### src/rtl/regfile_wb_arbiter.sv
// regfile_wb_arbiter: write-port controller for the 32x32 integer register file.
// After reset it runs a clear sweep that writes INIT_VALUE to x1..x(NREGS-1),
// then round-robin arbitrates the ALU (port 0) and load/multicycle (port 1)
// writeback requesters onto the single register file write port.
// Optional macro RFARB_FWD_EN adds same-cycle write forwarding for rs1/rs2.
module regfile_wb_arbiter #(
    parameter int                 DATA_W     = 32,
    parameter int                 ADDR_W     = 5,
    parameter logic [DATA_W-1:0]  INIT_VALUE = '0
) (
    input  logic              clk,
    input  logic              reset,
    input  logic              req0_valid,
    output logic              req0_ready,
    input  logic [ADDR_W-1:0] req0_rd,
    input  logic [DATA_W-1:0] req0_data,
    input  logic              req1_valid,
    output logic              req1_ready,
    input  logic [ADDR_W-1:0] req1_rd,
    input  logic [DATA_W-1:0] req1_data,
    output logic              rf_reg_write,
    output logic [ADDR_W-1:0] rf_write_register,
    output logic [DATA_W-1:0] rf_write_data,
    output logic              init_busy,
    input  logic [ADDR_W-1:0] rs1,
    input  logic [ADDR_W-1:0] rs2,
    output logic              fwd1_hit,
    output logic              fwd2_hit,
    output logic [DATA_W-1:0] fwd_data
);

    localparam logic [0:0]        ST_INIT    = 1'b0;
    localparam logic [0:0]        ST_RUN     = 1'b1;
    localparam logic [ADDR_W-1:0] FIRST_ADDR = {{(ADDR_W-1){1'b0}}, 1'b1};
    localparam logic [ADDR_W-1:0] LAST_ADDR  = '1;

    logic [0:0]        state;
    logic [ADDR_W-1:0] init_addr;
    logic              last_grant;
    logic              run;
    logic              grant0;
    logic              grant1;

    // Grants are only possible in RUN outside reset; on a tie the port that
    // did not win last time is chosen, so neither requester waits twice.
    always_comb begin
        run    = (state == ST_RUN) && !reset;
        grant0 = run && req0_valid && (!req1_valid || last_grant);
        grant1 = run && req1_valid && (!req0_valid || !last_grant);
    end

    // Sweep address, state and round-robin history; the sweep stops at the
    // top register without wrapping and hands over to RUN.
    always_ff @(posedge clk) begin
        if (reset) begin
            state      <= ST_INIT;
            init_addr  <= FIRST_ADDR;
            last_grant <= 1'b1;
        end else begin
            case (state)
                ST_INIT: begin
                    if (init_addr == LAST_ADDR) begin
                        state <= ST_RUN;
                    end else begin
                        init_addr <= init_addr + FIRST_ADDR;
                    end
                end
                default: begin
                    if (grant0) begin
                        last_grant <= 1'b0;
                    end else if (grant1) begin
                        last_grant <= 1'b1;
                    end
                end
            endcase
        end
    end

    // Write port mux: sweep writes during INIT, granted request in RUN.
    // A granted x0 write is consumed but never asserts reg_write.
    always_comb begin
        rf_reg_write      = 1'b0;
        rf_write_register = '0;
        rf_write_data     = '0;
        req0_ready        = grant0;
        req1_ready        = grant1;
        init_busy         = reset || (state == ST_INIT);
        if (!reset) begin
            if (state == ST_INIT) begin
                rf_reg_write      = 1'b1;
                rf_write_register = init_addr;
                rf_write_data     = INIT_VALUE;
            end else if (grant0) begin
                rf_reg_write      = (req0_rd != '0);
                rf_write_register = req0_rd;
                rf_write_data     = req0_data;
            end else if (grant1) begin
                rf_reg_write      = (req1_rd != '0);
                rf_write_register = req1_rd;
                rf_write_data     = req1_data;
            end
        end
    end

`ifdef RFARB_FWD_EN
    // Same-cycle forwarding of the write being committed, RUN only.
    always_comb begin
        fwd_data = rf_write_data;
        fwd1_hit = run && rf_reg_write && (rs1 == rf_write_register) && (rs1 != '0);
        fwd2_hit = run && rf_reg_write && (rs2 == rf_write_register) && (rs2 != '0);
    end
`else
    logic unused_rs;

    // Forwarding disabled: outputs tied low, read addresses ignored.
    always_comb begin
        fwd_data  = '0;
        fwd1_hit  = 1'b0;
        fwd2_hit  = 1'b0;
        unused_rs = ^{rs1, rs2};
    end
`endif

endmodule

### config.mk
export PLATFORM = sky130hd
export DESIGN_NAME = regfile_wb_arbiter
export DESIGN_NICKNAME = d
export VERILOG_FILES = /design/src/rtl/regfile_wb_arbiter.sv
export SDC_FILE = /design/constraint.sdc
export NUM_CORES = 1
export LEC_CHECK = 0
export CAP_MARGIN = 20
export CORE_MARGIN = 1
export CORE_UTILIZATION = 26
export CTS_BUF_LIST = sky130_fd_sc_hd__clkbuf_8
export DETAILED_ROUTE_END_ITERATION = 12
export HOLD_SLACK_MARGIN = 0.15
export PLACE_DENSITY = 0.95
export SYNTH_ARGS = -nofsm -noshare
export SYNTH_HDL_FRONTEND = slang
export SYNTH_SLANG_ARGS = --single-unit
### constraint.sdc
create_clock -name clk -period 2.9 [get_ports clk]
set_clock_uncertainty 0.15 [all_clocks]
set_input_delay 0.435 -clock clk [delete_from_list [all_inputs] [get_ports clk]]
set_output_delay 0.435 -clock clk [all_outputs]
set_load 0.02 [all_outputs]
* After elaboration in Yosys (flattened, before gate mapping) *
Cells that the tools add are included.

operators by class
  add/subtract/negate cells = 1
  equality and inequality tests = 1
  mux-type cells = 16
  bitwise gates (word level) = 2
  reductions and logical operators = 17

operators with widths
  kind                                          count
  two-way mux 32 bit                            4
  two-way mux 5 bit                             4
  nonzero test 5 bit                            2
  two-way mux 1 bit                             8
  adder 5 x 1 -> 5 bit (second input constant)  1
  == test 5 bit (second input constant)         1
  logical AND 1 bit                             5
  zero test 1 bit                               4
  AND reduction 2 bit                           2
  logical OR 1 bit                              3
  NOT 1 bit                                     2
  nonzero test 2 bit                            1

word-level totals
  register bits = 7
  bits of input ports = 88
  output and inout bits = 75
  word-level logic and storage cells = 40

* Depth between registers and ports, before layout *
  depth in word-level cells = 8
  depth in mapped cells = 7
  depth with buffers taken out = 7

* Worst setup path before layout *
No wires, ideal clock.

  kind = register -> output
  from = register state
  to = output rf_reg_write
  arrival = 1389 ps
  data required time = 2315 ps
  setup slack = 926 ps
  stages on the path, launching flop included = 8
  path buffers = 3
  cell sequence = dfxtp_1 -> buf_6 -> nor2b_4 -> and3_1 -> buf_4 -> buf_6 -> o21ai_2 -> a31oi_1

on the way
  word-level cells in the longest chain between the ends = 7
  elaborated cells on any way between the ends = 9
  those cells by class = mux (4); reduce/logical (5)

ends and longest elaborated chain
  what                            RTL line  RTL
  start, declared                 37        logic [0:0] state;
  start signal, assigned          56        state <= ST_INIT;
  start signal, assigned          63        state <= ST_RUN;
  logical AND 1 bit               47        run = (state == ST_RUN) && !reset;
  logical AND 1 bit (2 in a row)  49        grant1 = run && req1_valid && (!req0_valid || !last_grant);
  two-way mux 1 bit               97        end else if (grant1) begin
  two-way mux 1 bit               93        end else if (grant0) begin
  two-way mux 1 bit (*)           89        if (state == ST_INIT) begin
  two-way mux 1 bit (*)           88        if (!reset) begin
  end, declared                   21        output logic rf_reg_write,

Every way passes the cells marked *; elsewhere a longest branch is shown, timed or not.

* Final worst setup path *
  from = input reset
  to = output rf_write_data[7]

on the way
  word-level cells in the longest chain between the ends = 8
  elaborated cells on any way between the ends = 10
  those cells by class = mux (4); reduce/logical (6)

ends and longest elaborated chain
  what                            RTL line  RTL
  start, declared                 12        input logic reset,
  zero test 1 bit                 n/a
  logical AND 1 bit               47
  logical AND 1 bit (2 in a row)  49
  two-way mux 32 bit              97
  two-way mux 32 bit              93
  two-way mux 32 bit              89
  two-way mux 32 bit (*)          88
  end, declared                   23        output logic [DATA_W-1:0] rf_write_data,

Marked as above.

==> impl_metrics.py <==
metrics = {
    "status": {
        "status": "completed",
    },
    "final_layout": {
        "drive_above_1_share": 0.04743,
        "multiInputGateArea_sq_um": 714.4,
        "regArea_sq_um": 140.1,
        "final_common_cell": "clkdlybuf4s50_1",
        "final.fill_count": 373,
        "final_net_count": 344,
        "syn2layout_area_growth_pct": 105.7,
        "diodes": 0,
        "final_cell_mix": "clkdlybuf4s50_1, conb_1, a22o_1, dlymetal6s2s_1, nand2_1",
    },
    "pwr": {
        "p_comb_frac": 0.428,
        "cellPowerDensity_mw_per_mm2": 190.4,
        "irDropWorstVdd_mv": 0.1269,
        "power_frac_seq": 0.250,
        "p_leak_nw": 1.426,
        "clockPowerShare": 0.321,
        "switching_share": 0.3011,
        "p_sw_mw": 0.1304,
        "power.internal_mw": 0.3027,
    },
    "yosys": {
        "yosysWarnings": 0,
        "synth-seq-cells": 7,
        "syn-cell-area_sq_mm": 0.001106,
        "synthArstFlopShare": 0,
        "synth.distinct_cells": 24,
        "synth_edf_count": 0,
        "syn_inst": 138,
        "ys.flop_type": "dfxtp_1",
        "avgSynthCellArea_sq_um": 8.015,
        "ys_seq_area_frac": 0.1267,
    },
    "clock_network": {
        "hold_buffers": 0,
        "cts-root-buf": "clkbuf_8",
        "clkTransAtPathRegs_ns": 0.04,
        "cts_buffer_depth": 2,
        "cts_tree": "done",
        "cts_sinks": 7,
        "numCtsBuffers": 3,
        "worst_skew_pair.late_latency_ns": 0.23,
        "htreeDepth": 1,
    },
    "setup_path": {
        "critPathLaunchType": "input pin",
        "cp_slowest_cell": "clkdlybuf4s50_1",
        "rr_startpoint": "init_addr[0]",
        "crit_family": "buffers and inverters",
        "cp-end-kind": "output port",
        "crit_start": "reset",
        "crit_path_frequent_cell": "clkdlybuf4s50_1",
        "critical_path_class": "input pin to output port",
        "worstPathRequired_ns": 2.32,
        "cp_num_buf_inv": 3,
        "crit_path_cell_trace": "clkdlybuf4s50_1 > nor2b_4 > and3_1 > buf_4 > a22o_1 > clkdlybuf4s50_1",
        "max_stage_delay_ns": 0.61,
        "arrival_ns": 2.24,
        "crit_fanout": 12,
    },
    "worst_hold_path": {
        "holdCritStartpoint": "last_grant",
        "hp-class": "register to register",
    },
    "global_routing": {
        "grt_pass1_vias": 1222,
        "grt_util_all_layers": 0.1636,
        "gr-total-overflow": 0,
        "grt_max_degree": 34,
        "antenna_found_initial": 0,
        "grt_pass1_wl_um": 5561,
    },
    "detailed_routing": {
        "wl_per_cell_um": 13.35,
        "ant_nets": 0,
        "drtIter0Drc": 23,
        "vias_per_cell": 4.459,
        "drc": 0,
        "vias": 1351,
        "drt-total-wl_um": 4045,
        "dr.pass1.iters": 4,
    },
    "floorplanning": {
        "rows": 23,
        "die_w_um": 67.23,
        "dieHeight_um": 67.23,
        "dieArea_sq_mm": 0.004519,
        "initial_core_util": 0.2745,
        "ios": 163,
        "core_sq_mm": 0.004029,
    },
    "sta": {
        "fin_crit_sh": 0.9747,
        "layout_setup_ws_ns": 0.07337,
        "setup_viol": 0,
        "fin_crit_ns": 2.827,
        "fmax_mhz": 353.8,
        "hold_viol_final": 0,
        "grt_setup_unrepaired": "no",
        "setup_tns_ns": 0,
        "slew_violations": 0,
        "holdWs_ns": 0.3494,
    },
    "flow_run": {
        "cap_violations": 0,
    },
    "place": {
        "preCtsSetupSlack_ns": -0.04655,
        "dp_hpwl_um": 3229,
        "io_buffers": 118,
        "place_congestion": 0.7440,
    },
}
per-stage QoR:
step | util | cell area [sq um] | total power [mW] | std cells
6_report | 0.5646 | 2275 | 0.4331 | 303
5_1_grt | 0.5646 | 2275 | 0.4566 | 303
4_1_cts | 0.5472 | 2205 | 0.4364 | 303
3_3_place_gp | 0.5360 | 2160 | 0.2911 | 299
2_1_floorplan | - | 1230 | 0.2084 | 171
3_5_place_dp | 0.5360 | 2160 | 0.2947 | 299
worst paths after layout:
kind / end / cells past startpoint / slack, ns
setup / recovery: rf_write_data[7] / 6 / 0.07
hold / removal: last_grant / 2 / 0.35
setup reg to reg: init_addr[3] / 7 / 0.94
hold reg to reg: last_grant / 2 / 0.35
power groups by stage:
stage          logic (mW)  registers [mW]  clock network [mW]
2_1_floorplan       0.100           0.108                   0
3_3_place_gp        0.182           0.109                   0
3_5_place_dp        0.185           0.110                   0
4_1_cts             0.185           0.108               0.143
5_1_grt             0.200           0.109               0.147
6_report            0.185           0.108               0.139
synth_stat cells (all sizes together), types with 2 or more instances:
master   n  share of area
buf     45           0.33
a22o    32           0.25
nand2    9          0.031
o21ai    9          0.048
a21oi    7          0.032
dfxtp    7           0.13
and2b    5          0.034
nor2     5          0.017
and3     3          0.017
ha       2          0.023
nand2b   2          0.011
or4      2          0.014
xor2     2          0.016
flip-flops by register name, indices dropped and copies added, names as in the netlist:
signal      cells
state           1
last_grant      1
init_addr       5
worst register-to-register path, stage by stage, from the launching register on:
cell and delay (ns):
dfxtp_1 0.34, ha_1 0.24, and3_1 0.20, ha_1 0.20
nor2_1 0.33, nand4_1 0.18, xor2_1 0.16, nor2_1 0.05
metal layers:
layer  routed length, um  track usage  up-vias
li1                    -            -      657
met1                1422       0.1578      608
met2                2158       0.3200       73
met3                 347      0.03885       13
met4                 116      0.07713        0
met5                   0            0        -
final cells by class:
cell class                      count  area share
Timing Repair Buffer              124      0.5754
Multi-Input combinational cell    117      0.3141
Sequential cell                     7     0.06161
Tap cell                           50     0.02750
Clock buffer                        3     0.01815
Clock inverter                      1    0.001650
Inverter                            1    0.001650
cell families (layout without fill, tap and decap cells):
logic type | count (synthesis) | count (layout) | synth area share
compound gates | 49 | 49 | 0.3382
buf+inv | 47 | 129 | 0.3394
simple gates | 29 | 29 | 0.1459
flops | 7 | 7 | 0.1267
xor+xnor | 3 | 3 | 0.02376
fa+ha+maj | 2 | 2 | 0.02262
other cells | 1 | 34 | 0.003390
timing repair:
| action | CTS | global route |
|---|---|---|
| setup endpoints to repair | 5 | 28 |
| cloned | 0 | 0 |
| resized for setup | 4 | 28 |
| pin swaps | 0 | 0 |
| setup buffers | 0 | 0 |
Note: power is estimated with default switching activity, not from simulation.
